**src/rtl/ps2_mouse_init_seq.sv**
```systemverilog
// ---------------------------------------------------------------------------
// ps2_mouse_init_seq
// Runs the PS/2 mouse start-up handshake through the host-to-device sender.
// It sends RESET (0xFF), expects ACK/BAT/ID, then sends ENABLE (0xF4) and
// expects ACK. A NAK, a transmit error or a timeout causes the current
// command to be re-sent, up to RETRIES times.
//
// Ports
//   qzt_clk   in   system clock, rising edge
//   reset     in   synchronous active-high reset
//   start     in   rising edge starts the sequence (ignored while busy)
//   tx_frame  out  [0:10] start, byte LSB first, odd parity, stop
//   tx_send   out  one-cycle send request to the transmitter
//   tx_ok     in   one-cycle "transmission finished" from the transmitter
//   tx_err    in   transmitter error, sampled with tx_ok
//   rx_valid  in   one-cycle strobe, rx_byte holds a device byte
//   rx_byte   in   received device byte
//   busy      out  sequence in progress
//   done      out  sticky, sequence completed
//   fail      out  sticky, retries exhausted
//   state     out  current state encoding
// ---------------------------------------------------------------------------
module ps2_mouse_init_seq #(
    parameter int unsigned RETRIES        = 3,
    parameter int unsigned TIMEOUT_CYCLES = 50000000,
    parameter logic [7:0]  CMD_RESET      = 8'hFF,
    parameter logic [7:0]  CMD_ENABLE     = 8'hF4
) (
    input  logic        qzt_clk,
    input  logic        reset,
    input  logic        start,
    output logic [0:10] tx_frame,
    output logic        tx_send,
    input  logic        tx_ok,
    input  logic        tx_err,
    input  logic        rx_valid,
    input  logic [7:0]  rx_byte,
    output logic        busy,
    output logic        done,
    output logic        fail,
    output logic [3:0]  state
);

    localparam int unsigned TMO_W   = 26;
    localparam int unsigned RETRY_W = 4;

    localparam logic [0:10]      FRAME_IDLE = 11'b0_00000000_0_1;
    localparam logic [TMO_W-1:0] TMO_LAST   = TMO_W'(TIMEOUT_CYCLES - 1);
    localparam logic [RETRY_W-1:0] RETRY_MAX = RETRY_W'(RETRIES);

    localparam logic [7:0] RSP_ACK = 8'hFA;
    localparam logic [7:0] RSP_BAT = 8'hAA;

    typedef enum logic [3:0] {
        ST_IDLE     = 4'd0,
        ST_LOAD     = 4'd1,
        ST_SEND     = 4'd2,
        ST_WAIT_OK  = 4'd3,
        ST_WAIT_ACK = 4'd4,
        ST_WAIT_BAT = 4'd5,
        ST_WAIT_ID  = 4'd6,
        ST_NEXT     = 4'd7,
        ST_RETRY    = 4'd8,
        ST_DONE     = 4'd9,
        ST_FAIL     = 4'd10
    } state_t;

    state_t             r_state;
    logic [0:10]        r_frame;
    logic               r_send;
    logic               r_busy;
    logic               r_done;
    logic               r_fail;
    logic               r_cmd_idx;
    logic [RETRY_W-1:0] r_retry;
    logic [TMO_W-1:0]   r_tmo;
    logic               r_start_old;

    state_t             w_state_nxt;
    logic [0:10]        w_frame_nxt;
    logic               w_send_nxt;
    logic               w_busy_nxt;
    logic               w_done_nxt;
    logic               w_fail_nxt;
    logic               w_cmd_idx_nxt;
    logic [RETRY_W-1:0] w_retry_nxt;
    logic [TMO_W-1:0]   w_tmo_nxt;
    logic               w_start_edge;
    logic               w_waiting;
    logic               w_tmo_hit;

    // Frame layout: start(0), data LSB first, odd parity, stop(1).
    function automatic logic [0:10] build_frame(input logic [7:0] b);
        logic [0:10] f;
        f[0] = 1'b0;
        for (int i = 0; i < 8; i++) begin
            f[1 + i] = b[i];
        end
        f[9]  = ~^b;
        f[10] = 1'b1;
        return f;
    endfunction

    assign w_start_edge = start & ~r_start_old;
    assign w_waiting    = (r_state == ST_WAIT_OK)  || (r_state == ST_WAIT_ACK) ||
                          (r_state == ST_WAIT_BAT) || (r_state == ST_WAIT_ID);
    assign w_tmo_hit    = (r_tmo == TMO_LAST);

    // State and output registers.
    always_ff @(posedge qzt_clk) begin
        if (reset) begin
            r_state     <= ST_IDLE;
            r_frame     <= FRAME_IDLE;
            r_send      <= 1'b0;
            r_busy      <= 1'b0;
            r_done      <= 1'b0;
            r_fail      <= 1'b0;
            r_cmd_idx   <= 1'b0;
            r_retry     <= '0;
            r_tmo       <= '0;
            // Track start during reset so a level held across reset is not an edge.
            r_start_old <= start;
        end else begin
            r_state     <= w_state_nxt;
            r_frame     <= w_frame_nxt;
            r_send      <= w_send_nxt;
            r_busy      <= w_busy_nxt;
            r_done      <= w_done_nxt;
            r_fail      <= w_fail_nxt;
            r_cmd_idx   <= w_cmd_idx_nxt;
            r_retry     <= w_retry_nxt;
            r_tmo       <= w_tmo_nxt;
            r_start_old <= start;
        end
    end

    // Next-state and next-output logic.
    always_comb begin
        w_state_nxt   = r_state;
        w_frame_nxt   = r_frame;
        w_send_nxt    = 1'b0;
        w_busy_nxt    = r_busy;
        w_done_nxt    = r_done;
        w_fail_nxt    = r_fail;
        w_cmd_idx_nxt = r_cmd_idx;
        w_retry_nxt   = r_retry;
        w_tmo_nxt     = r_tmo;

        if (w_waiting) begin
            w_tmo_nxt = r_tmo + TMO_W'(1);
        end

        case (r_state)
            ST_IDLE: begin
                if (w_start_edge) begin
                    w_done_nxt    = 1'b0;
                    w_fail_nxt    = 1'b0;
                    w_busy_nxt    = 1'b1;
                    w_cmd_idx_nxt = 1'b0;
                    w_retry_nxt   = '0;
                    w_state_nxt   = ST_LOAD;
                end
            end
            ST_LOAD: begin
                w_frame_nxt = build_frame(r_cmd_idx ? CMD_ENABLE : CMD_RESET);
                // Registered, so the pulse is high exactly while in SEND.
                w_send_nxt  = 1'b1;
                w_state_nxt = ST_SEND;
            end
            ST_SEND: begin
                w_state_nxt = ST_WAIT_OK;
            end
            ST_WAIT_OK: begin
                // A byte arriving here is dropped; tx_ok takes priority.
                if (tx_ok) begin
                    w_state_nxt = tx_err ? ST_RETRY : ST_WAIT_ACK;
                end else if (w_tmo_hit) begin
                    w_state_nxt = ST_RETRY;
                end
            end
            ST_WAIT_ACK: begin
                if (rx_valid) begin
                    if (rx_byte == RSP_ACK) begin
                        w_state_nxt = r_cmd_idx ? ST_NEXT : ST_WAIT_BAT;
                    end else begin
                        w_state_nxt = ST_RETRY;
                    end
                end else if (w_tmo_hit) begin
                    w_state_nxt = ST_RETRY;
                end
            end
            ST_WAIT_BAT: begin
                if (rx_valid) begin
                    w_state_nxt = (rx_byte == RSP_BAT) ? ST_WAIT_ID : ST_RETRY;
                end else if (w_tmo_hit) begin
                    w_state_nxt = ST_RETRY;
                end
            end
            ST_WAIT_ID: begin
                // Device ID value is not checked.
                if (rx_valid) begin
                    w_state_nxt = ST_NEXT;
                end else if (w_tmo_hit) begin
                    w_state_nxt = ST_RETRY;
                end
            end
            ST_NEXT: begin
                if (r_cmd_idx) begin
                    w_state_nxt = ST_DONE;
                end else begin
                    w_cmd_idx_nxt = 1'b1;
                    w_retry_nxt   = '0;
                    w_state_nxt   = ST_LOAD;
                end
            end
            ST_RETRY: begin
                if (r_retry == RETRY_MAX) begin
                    w_state_nxt = ST_FAIL;
                end else begin
                    w_retry_nxt = r_retry + RETRY_W'(1);
                    w_state_nxt = ST_LOAD;
                end
            end
            ST_DONE: begin
                w_done_nxt  = 1'b1;
                w_busy_nxt  = 1'b0;
                w_state_nxt = ST_IDLE;
            end
            ST_FAIL: begin
                w_fail_nxt  = 1'b1;
                w_busy_nxt  = 1'b0;
                w_state_nxt = ST_IDLE;
            end
            default: begin
                w_fail_nxt  = 1'b1;
                w_busy_nxt  = 1'b0;
                w_state_nxt = ST_IDLE;
            end
        endcase

        // Each wait state gets a fresh timeout window.
        if (w_state_nxt != r_state) begin
            w_tmo_nxt = '0;
        end
    end

    assign tx_frame = r_frame;
    assign tx_send  = r_send;
    assign busy     = r_busy;
    assign done     = r_done;
    assign fail     = r_fail;
    assign state    = r_state;

endmodule

```
**config.mk**
```make
export PLATFORM = sky130hd
export DESIGN_NAME = ps2_mouse_init_seq
export DESIGN_NICKNAME = d
export VERILOG_FILES = /design/src/rtl/ps2_mouse_init_seq.sv
export SDC_FILE = /design/constraint.sdc
export NUM_CORES = 1
export LEC_CHECK = 0
export ABC_AREA = 0
export BUFFER_PORTS_ARGS = -buffer_cell sky130_fd_sc_hd__buf_2
export CAP_MARGIN = 20
export CORE_ASPECT_RATIO = 1.1
export CORE_MARGIN = 2
export CORE_UTILIZATION = 35
export DETAILED_ROUTE_END_ITERATION = 16
export GPL_TIMING_DRIVEN = 0
export HOLD_SLACK_MARGIN = 0.12
export PLACE_DENSITY_LB_ADDON = 0.2
export RECOVER_POWER = 100
export SLEW_MARGIN = 0
export SYNTH_ARGS = -nofsm -noshare
export SYNTH_HDL_FRONTEND = slang
export SYNTH_SLANG_ARGS = --single-unit
```
**constraint.sdc**
```tcl
create_clock -name qzt_clk -period 2.8 [get_ports qzt_clk]
set_input_delay 0.14 -clock qzt_clk [delete_from_list [all_inputs] [get_ports qzt_clk]]
set_output_delay 0.14 -clock qzt_clk [all_outputs]
set_load 0.02 [all_outputs]
```
-- Word level (Yosys, flattened, before mapping)
Index checks and enable logic that the tools add are counted.
- flip-flop bits (word level): 49
- bits in latches: 0
- bits in writable memories: 0
- ROM bits: 0
- input bits: 14
- output and inout bits: 19
- logic and storage cells: 74
- memories: 0
- add/subtract/negate cells: 2
- multiply operators: 0
- divide/modulo/power cells: 0
- magnitude comparators: 0
- equality and inequality tests: 17
- shift operators: 0
- mux-type cells: 25
- bitwise logic cells: 4
- reduce and logical (&&, ||, !) cells: 16
- operator list (cell ; count):
    $mux W4 ; 15
    $pmux W4 S9 ; 1
    $add A26 B1 Y26 const B ; 1
    $eq A26 B26 Y1 const B ; 1
    $eq A4 B3 Y1 const B ; 4
    $eq A8 B8 Y1 const B ; 2
    $eq A4 B2 Y1 const B ; 3
    $pmux W4 S3 ; 1
    $reduce_or A9 Y1 ; 1
    $eq A4 B4 Y1 const B ; 2
    $pmux W1 S2 ; 4
    $reduce_and A2 Y1 ; 4
    $reduce_or A8 Y1 ; 1
    $reduce_xnor A8 Y1 ; 1
    $ne A2 B2 Y1 const B ; 3
    $add A4 B1 Y4 const B ; 1
    $eq A4 B1 Y1 const B ; 1
    $logic_not A4 Y1 ; 1
    $ne A4 B4 Y1 ; 1
    $reduce_and A4 Y1 ; 1
    $reduce_bool A2 Y1 ; 2
    $logic_or A1 B1 Y1 ; 3
    $mux W1 ; 3
    $not A1 Y1 ; 3
    4 further kinds ; 4

-- Logic depth before layout (Yosys ltp)
Gate-level depths: netlist of the first run.
- word-level depth: 6
- mapped depth: 9
- depth with buffers taken out: 7

-- Worst setup path before layout of the first run
OpenSTA, ideal clock, no wires.
- kind: flip-flop to flip-flop
- from: reg r_state[0] (netlist: state[0])
- to: reg r_tmo[19]
- library setup time: 0.062 ns
- arrival: 1.944 ns
- required time: 2.738 ns
- slack: 0.794 ns
- cell stages (with the launch flop): 9
- buffers on the path: 3
- period minus slack after synthesis: 2.006 ns
- cell sequence: dfxtp_1 -> buf_4 -> buf_4 -> nor2_1 -> a311o_1 -> o31ai_4 -> o2111ai_4 -> buf_6 -> nor2_2
- cells in the longest elaborated chain, start to end: 5
- elaborated cells on any way between the ends: 21
- those cells by class: eq/ne (9); mux (7); reduce/logical (5)
- RTL lines (what ; line ; source):
    start, declared ; 68 ; state_t r_state;
    start signal, assigned ; 124 ; r_state <= w_state_nxt;
    $mux W4 ; n/a ;
    $mux W4 (on tied branches) ; n/a ;
    $pmux W4 S9 ; 153 ; case (r_state)
    $ne A4 B4 Y1 ; 242 ; if (w_state_nxt != r_state) begin
    $reduce_or A2 Y1 (no line) ; n/a ;
    end signal, assigned ; 132 ; r_tmo <= w_tmo_nxt;
    end, declared ; 76 ; logic [TMO_W-1:0] r_tmo;
Parallel ways exist; a longest one is shown, timed or not.
A chain may end at the register's enable or synchronous reset.

-- Worst setup path after layout of the first run
- from: reg r_state[2] (netlist: state[2])
- to: reg r_tmo[19]
Same word-level chain as after synthesis.

==> results of run 1 <==
==> power breakdown <==
part / internal (mW) / total, mW / switching (mW)
registers: 0.605 / 0.612 / 0.00648
clock network: 0.199 / 0.411 / 0.212
logic: 0.0720 / 0.201 / 0.129
==> what timing repair did <==
| action | 4_1_cts | 5_1_grt |
|---|---|---|
| endpoints found under the hold margin | 1 | 0 |
| setup endpoints to repair | 0 | 0 |
| hold buffers | 1 | 0 |
==> routing by layer <==
metal | up-vias | routed length [µm] | track usage
met1 | 979 | 2601 | 0.1804
met5 | - | 0 | 0
met4 | 0 | 80 | 0.04032
li1 | 1104 | - | -
met3 | 7 | 232 | 0.03182
met2 | 43 | 2775 | 0.2634
==> path summary, 6_finish.rpt <==
kind / cells past startpoint / from / slack, ns / to
setup / recovery: 8 / state[2] / 0.41 / r_tmo[19]
hold / removal: 4 / tx_err / 0.19 / state[2]
setup reg to reg: 8 / state[2] / 0.41 / r_tmo[19]
hold reg to reg: 2 / busy / 0.47 / busy
==> critical path, stage by stage, from the launching register on <==
cell and delay, ns:
dfxtp_1 0.53, buf_4 0.26, nor4bb_1 0.30, o2111ai_1 0.18, o2111ai_1 0.17, o211ai_1 0.18
o2111ai_4 0.21, clkbuf_2 0.37, nor2_2 0.07
==> cell families (layout without fill, tap and decap cells) <==
logic type | Yosys count | in the layout | synth area share
AO/OA/AOI/OAI | 41 | 41 | 0.1223
XOR/XNOR | 25 | 25 | 0.08993
adder cells (fa/ha/maj) | 2 | 2 | 0.01028
buffers and inverters | 27 | 65 | 0.07400
flip-flops | 42 | 42 | 0.3453
multiplexers | 2 | 2 | 0.008222
other | 2 | 2 | 0.003084
AND/OR/NAND/NOR | 158 | 158 | 0.3469
==> cell usage in the layout (no fill, tap or decap), drive strengths merged, types with 3 or more instances in the layout <==
| cell | synthesis | final |
|---|---|---|
| nor2 | 61 | 61 |
| and4bb | 3 | 3 |
| nand3 | 16 | 16 |
| nand2 | 29 | 29 |
| and4 | 5 | 5 |
| buf | 20 | 31 |
| nand4 | 13 | 13 |
| inv | 5 | 5 |
| xnor2 | 10 | 10 |
| a21oi | 16 | 16 |
| and2 | 4 | 4 |
| xor2 | 15 | 15 |
| dfxtp | 42 | 42 |
| o2111ai | 3 | 3 |
| a31oi | 5 | 5 |
| nor3b | 3 | 3 |
| o21ai | 5 | 5 |
| clkbuf | 2 | 27 |
| nor2b | 3 | 3 |
| nor3 | 5 | 5 |
==> layout make-up <==
class,instances,share of cell area
tap,82,0.03722
clock inverter,1,0.001816
multi-input combinational,230,0.5129
timing repair buffer,30,0.04857
buffer,22,0.05629
inverter,5,0.006809
clock buffer,7,0.03132
sequential,42,0.3050
==> registers in the layout (all words and copies together) (netlist names) <==
register	cells
r_start_old	1
tx_send	1
tx_frame	2
r_tmo	26
busy	1
done	1
fail	1
state	4
r_cmd_idx	1
r_retry	4
==> results.md, run 1 <==
* Max Fclk at around 420 MHz
* Clk_skew at between 0.007 and 0.008 ns
* Asr flop ratio synth at 0
* Total number of vias at 2,133
* Final ANT Viol Nets at 0
* Tmin final at 2.394 ns
* Initial Utilization at 0.3650
* CP endpoint kind: flip-flop
* Top cells by area, synth: dfxtp_1, nor2_1, xor2_1
* Vias in the first global route at 2,002
* CP Max Fanout at 10
* Footprint of the multi-input gates at 1414 µm²
* Max VDD drop at 0.3343 mV
* Clock sinks at 42
* Synthesized cell area at 2435 µm²
* Drt pass-1 iters at 5
* TNS Setup at 0 ns
* Dpl ws at 0.6048 ns
* Synthesized instance count at between 200 and 300
* Synth Net Count at 315
* Worst-path clk slew at 0.08 ns
* Post-Route WL at 5.689 mm
* Max-cap viol count at 0
* Number of synthesized flops with an enable pin at 0
* Die width at 83.53 µm
* Total power at 1.224 mW
* Placer Congestion at 0.9660
* DR vias/cell at 5.091
* Largest net degree at the start of global routing at 13
* Dominant synthesized flop cell: dfxtp_1
* Register area share after synthesis at 0.3453
* GRT overflow at 0
* Leakage at 0.9524 nW
* Worst Path Arrival at 2.57 ns
* Filler cells at 716
* CP required at 2.98 ns
* Status: finished clean
* Share of post-route cells with drive strength above 1 at 0.1721
* Die area at approximately 7600 µm²
* CTS Root Cell: clkbuf_8
* Layout Cells excl Fill at about 420
* Top cell type's share of synthesized area at 0.3453
* CP startpoint kind: flip-flop
* TritonCTS clock tree: yes
* First-pass GRT wire length at 9.411 mm
* DRC errors left at 0
* Pwr Density at 443.9 nW/µm²
* Netlist cell types at 52
* Most instantiated cells after synthesis: nor2_1, dfxtp_1, nand2_1
* Register area at 840.8 µm²
* Count leader, synth: nor2_1
* Maximum root-to-sink buffer count at 2
* Yosys synthesis warning count at 0
* Crit share post-route at 0.8550
* RSZ-0062 raised after global routing: no
* WHS at 0.1873 ns
* Post-CTS setup buffer count at 0
* HP Class: input pin to flip-flop
* Core Area at 6671 µm²
* Slew Limit Fails at 0
* Dominant cell type by area after synthesis: dfxtp_1
* I/O pin total at 33
* IO Port Bufs at 29
* DRT iter0 DRCs at 129
* Clk_lat worst skew at 0.29 ns
* Layout Nets at 352
* # resized after CTS at 0
* Area delta synth->final at 13.21%
* Initial antenna violation count at 0
* Detailed Place HPWL at 4.189 mm
* DR WL/cell at 13.58 µm
* Crit Path Category: flip-flop to flip-flop
* # H-tree levels at 2
* Antenna cell count at 0
* Cell Rows at 31
* Placed cell areas at approximately 2700 µm²
* Mean cell area of the mapped netlist at 8.143 µm²
* Final Hold Viols at 0
* Least-Margin Pin Slew at 0.5319 ns
* Chip height at 91.48 µm
* Slew HR at 0.6448
* Dpl cells at 410
* Seq cells post-synth at 42
* Layout Utilization at 0.4132
* Setup ws final at 0.4060 ns
* Final Instance Area at 2756 µm²
* CTS buffer count at 5
* Setup violations, final at 0
* Total GRT Usage at 0.1482
Power figures use the tool's default switching activity.
==> run 2, diff against run 1 <==
- CTS_BUF_LIST: default -> sky130_fd_sc_hd__clkbuf_2
- PLACE_DENSITY_LB_ADDON: 0.2 -> default
==> run 2 against run 1 <==
Net effect: total power down 12%; clock skew up 0.015 ns; cell count up 0.48%; register-to-register slack better by 0.16 ns; non-clock buffer count up 2; die area unchanged.
==> results.md, run 2 (synthesized netlist as in run 1, its figures left out) <==
* GRT overflow at 0 (unchanged)
* CP startpoint kind: flip-flop
* Area delta synth->final at 11.61%
* Total power at 1.081 mW (-12%)
* CP Max Fanout at 10 (unchanged)
* Antenna cell count at 0 (unchanged)
* Layout Nets at 354 (+0.57%)
* Status: finished clean
* Layout Cells excl Fill at 421 (+0.48%)
* Max-cap viol count at 0 (unchanged)
* Crit share post-route at 0.7988 (-0.05614)
* Cell Rows at 31 (unchanged)
* Dpl ws at 0.6624 ns (+0.05765 ns)
* Max VDD drop at 0.1956 mV (-41%)
* IO Port Bufs at 29 (unchanged)
* Die width at 83.53 µm (unchanged)
* HP Class: input pin to flip-flop
* CTS buffer count at 5 (unchanged)
* Initial Utilization at 0.3650 (unchanged)
* Chip height at 91.48 µm (unchanged)
* Dpl cells at 410 (unchanged)
* CTS Root Cell: clkbuf_2
* Total number of vias at 2,181 (+2.3%)
* Pwr Density at 397.8 nW/µm² (-10%)
* Clk_lat worst skew at 0.41 ns (+0.12 ns)
* Tmin final at 2.237 ns (-0.1572 ns)
* Crit Path Category: flip-flop to flip-flop
* First-pass GRT wire length at 9.515 mm (+1.1%)
* Maximum root-to-sink buffer count at 2 (unchanged)
* TritonCTS clock tree: yes
* DRT iter0 DRCs at 91 (-29%)
* # H-tree levels at 2 (unchanged)
* TNS Setup at 0 ns (unchanged)
* CP required at 3.15 ns (+0.17 ns)
* Least-Margin Pin Slew at 0.5666 ns (+0.03470 ns)
* Placer Congestion at 0.9180 (-5.0%)
* Slew HR at 0.6216 (-0.02317)
* Leading cell type in the layout, fill and taps excluded: nor2_1
* Clock sinks at 42 (unchanged)
* Final Hold Viols at 0 (unchanged)
* Detailed Place HPWL at 4.033 mm (-3.7%)
* Placed cell areas at 2683 µm² (unchanged)
* Most frequent cells in the layout: nor2_1, dfxtp_1, nand2_1
* Reg with most FFs: r_tmo
* DRC errors left at 0 (unchanged)
* Leakage at 0.9422 nW (-1.1%)
* CP endpoint kind: flip-flop
* Share of post-route cells with drive strength above 1 at 0.1534 (-0.01871)
* Worst-path clk slew at 0.22 ns (+0.14 ns)
* Post-Route WL at 5.580 mm (-1.9%)
* Core Area at 6671 µm² (unchanged)
* DR WL/cell at 13.25 µm (-2.4%)
* DR vias/cell at 5.181 (+1.8%)
* Final Instance Area at 2718 µm² (-1.4%)
* Drt pass-1 iters at 4 (-1)
* Vias in the first global route at 2,042 (+2.0%)
* Setup violations, final at 0 (unchanged)
* Setup ws final at 0.5632 ns (+0.1572 ns)
* Largest net degree at the start of global routing at 14 (+1)
* Slew Limit Fails at 0 (unchanged)
* Final ANT Viol Nets at 0 (unchanged)
* Clk_skew at 0.02180 ns (+0.01470 ns)
* Initial antenna violation count at 0 (unchanged)
* Total GRT Usage at 0.1492 (+0.001024)
* Worst Path Arrival at 2.59 ns (+0.02 ns)
* RSZ-0062 raised after global routing: no
* Die area at 7641 µm² (unchanged)
* Max Fclk at 447.1 MHz (+7.0%)
* I/O pin total at 33 (unchanged)
* # resized after CTS at 0 (unchanged)
* Max FFs per register at 26 (unchanged)
## run 2: final cells by class
type / count / area, µm²
tap: 82 / 102.6
timing repair buffer: 32 / 153.9
buffer: 22 / 161.4
clock buffer: 5 / 25.02
sequential: 42 / 840.8
fill: 705 / 3954
inverter: 5 / 18.77
multi-input combinational: 230 / 1399
clock inverter: 3 / 16.27
## run 2: stage by stage
step	hold WS, ns	utilization
after floorplan	0.1677	-
after global placement	0.2565	0.4021
after detailed placement	0.2611	0.4021
after CTS	0.1543	0.4128
after global routing	0.1834	0.4074
final	0.1528	0.4074
## run 2: what timing repair did
action / 4_1_cts / 5_1_grt
hold buffers: 3 / 0
buffers inserted: 0 / 0
endpoints found under the hold margin: 6 / 0
## run 2: worst paths after layout
path	depth (start not counted)	start	endpoint	slack, ns
worst max-delay path	8	state[2]	r_tmo[10]	0.56
worst min-delay path	4	tx_ok	state[3]	0.15
worst max register to register	8	state[2]	r_tmo[10]	0.56
worst min register to register	2	busy	busy	0.47
## run 2: layer usage
layer / routed length [µm] / GRT usage
met4: 93 / 0.04839
met5: 0 / 0
met3: 339 / 0.03455
met2: 2538 / 0.2419
met1: 2608 / 0.1960
## run 2: worst max-delay path, cell delays in order, from the launching register on
cell and delay [ns]:
dfxtp_1 0.58, buf_4 0.26, nor2_1 0.15, a31oi_1 0.28, nand2_1 0.09, o211ai_1 0.27
o2111ai_4 0.25, buf_6 0.21, nor2_1 0.09
## run 2: power by group
part	internal, mW	total (mW)	switching [mW]
Combinational	0.0768	0.202	0.126
Clock	0.0569	0.264	0.207
Sequential	0.608	0.614	0.00650
==> run 3, diff against run 2 <==
- clock period: 2.8 -> 2 ns (I/O delays scaled with it)
==> run 3 against run 2 <==
Net effect: register-to-register slack worse by 0.56 ns; wire length up 10%; highest routed layer unchanged; count of clock-buffer cells in the layout up 1.
==> results.md, run 3 (synthesized netlist as in run 1, its figures left out) <==
* Status: finished clean
* Worst Path Arrival at 2.32 ns (-0.27 ns)
* Core Area at 6671 µm² (unchanged)
* Die width at 83.53 µm (unchanged)
* I/O pin total at 33 (unchanged)
* HP Class: input pin to flip-flop
* Setup violations, final at 0 (unchanged)
* Initial antenna violation count at 0 (unchanged)
* Max-cap viol count at 0 (unchanged)
* Die area at 7641 µm² (unchanged)
* Cell Rows at 31 (unchanged)
* Initial Utilization at 0.3650 (unchanged)
* Share of post-route cells with drive strength above 1 at 0.3799 (+0.2265)
* Worst-path clk slew at 0.26 ns (+0.04 ns)
* CP Max Fanout at 8 (-2)
* Vias in the first global route at 2,148 (+5.2%)
* DR WL/cell at 14.00 µm (+5.6%)
* Pwr Density at 542.4 nW/µm² (+36%)
* # H-tree levels at 2 (unchanged)
* Maximum root-to-sink buffer count at 2 (unchanged)
* CTS Root Cell: clkbuf_2
* Crit path largest cell delay at 0.44 ns (-0.14 ns)
* Crit Path Category: flip-flop to flip-flop
* DRC errors left at 0 (unchanged)
* Detailed Place HPWL at 4.095 mm (+1.5%)
* TritonCTS clock tree: yes
* CP endpoint kind: flip-flop
* First-pass GRT wire length at 9.639 mm (+1.3%)
* CP startpoint kind: flip-flop
* Final ANT Viol Nets at 0 (unchanged)
* Max VDD drop at 0.3901 mV (+99%)
* Area delta synth->final at 30.78%
* GRT overflow at 0 (unchanged)
* Antenna cell count at 0 (unchanged)
* Slew Limit Fails at 0 (unchanged)
* Largest net degree at the start of global routing at 14 (unchanged)
* IO Port Bufs at 29 (unchanged)
* Clk_skew at 0.04158 ns (+0.01978 ns)
* CP required at 2.32 ns (-0.83 ns)
* Tmin final at 1.999 ns (-0.2377 ns)
* Crit share post-route at 0.9995 (+0.2007)
* Filler cells at 671 (-4.8%)
* TNS Setup at 0 ns (unchanged)
* Layout Nets at 373 (+5.4%)
* Total number of vias at 2,306 (+5.7%)
* Max Fclk at 500.2 MHz (+12%)
* Post-Route WL at 6.158 mm (+10%)
* Reg with most FFs: r_tmo
* Placer Congestion at 0.9050 (-1.4%)
* Worst path slowest cell: dfxtp_4
* RSZ-0062 raised after global routing: yes
* Clk_lat worst skew at 0.41 ns (about the same)
* Chip height at 91.48 µm (unchanged)
* Clock sinks at 42 (unchanged)
* Leading cell type in the layout, fill and taps excluded: nor2_1
* Register area at 887.1 µm² (+5.5%)
* Leakage at 1.158 nW (+23%)
* WHS at 0.1607 ns (+0.007856 ns)
* Drt pass-1 iters at 4 (unchanged)
* Max FFs per register at 26 (unchanged)
* Total GRT Usage at 0.1503 (+0.001061)
* DR vias/cell at 5.241 (+1.2%)
* Final Hold Viols at 0 (unchanged)
* Most frequent cells in the layout: nor2_1, nand2_1, buf_4
* Footprint of the multi-input gates at 1572 µm² (+12%)
* DRT iter0 DRCs at 88 (-3.3%)
* Worst-path cell chain: buf_4 -> nor4b_4 -> nand2b_1 -> o31ai_2 -> nor2_1 -> o2111ai_4 -> clkbuf_16 -> nor2_2
* CTS buffer count at 5 (unchanged)
## run 3: cell count changes in the layout (fill, tap and decap cells not counted), moves of 3 or more
cell      delta
nor2_1      -14
and4_1       -3
and4_4       +3
buf_2       +11
dfxtp_2     +13
dfxtp_1     -21
buf_4       +15
clkbuf_1    -14
nor2_2      +13
dfxtp_4      +8
## run 3: worst max-delay path: cells and delay by family (launching register included)
kind                   cells  cell delay (ns)
AND/OR/NAND/NOR            4             0.63
AO/OA/AOI/OAI              2             0.45
flip-flops                 1             0.44
buffers and inverters      2             0.38
## run 3: path summary, 6_finish.rpt
kind / from / end / slack, ns / depth (start not counted)
worst max-delay path: state[2] / r_tmo[23] / 0.0009 / 8
worst min-delay path: rx_valid / state[3] / 0.16 / 4
worst max register to register: state[2] / r_tmo[23] / 0.0009 / 8
worst min register to register: busy / busy / 0.48 / 2
## run 3: cell type report
cell class	count	share of cell area
multi-input combinational	230	0.4935
sequential	42	0.2786
timing repair buffer	54	0.1175
buffer	19	0.05108
tap	82	0.03222
clock inverter	2	0.01179
clock buffer	6	0.009430
inverter	5	0.005894
## run 3: repair_timing
item	CTS	global route
pin swaps	2	13
resized for setup	12	61
hold endpoints to repair	7	0
hold buffers	5	0
setup buffers	3	15
setup endpoints to repair	20	26
gates cloned	0	2
## run 3: through the flow
stage,utilization,setup WS [ns],instances,instance area (µm²),power (mW)
3_3_place_gp,0.4023,-0.1400,410,2684,1.167
3_5_place_dp,0.4023,-0.1221,410,2684,1.168
5_1_grt,0.4773,-0.09187,440,3184,1.809
6_report,0.4773,0.0009404,440,3184,1.727
2_1_floorplan,-,0.04809,299,2436,1.088
4_1_cts,0.4276,0.00005995,426,2853,1.706
## run 3: per-layer routing
layer,up-vias,GRT usage,wire (µm)
met5,-,0,0
met4,0,0.04570,90
met3,11,0.02909,251
met2,59,0.2581,3052
met1,1088,0.1903,2764
li1,1148,-,-
## run 3: power breakdown
group / switching, mW / leakage (nW) / internal, mW
combinational: 0.195 / 0.767 / 0.160
clock: 0.295 / 0.0392 / 0.216
sequential: 0.0177 / 0.352 / 0.843
total: 0.508 / 1.16 / 1.22
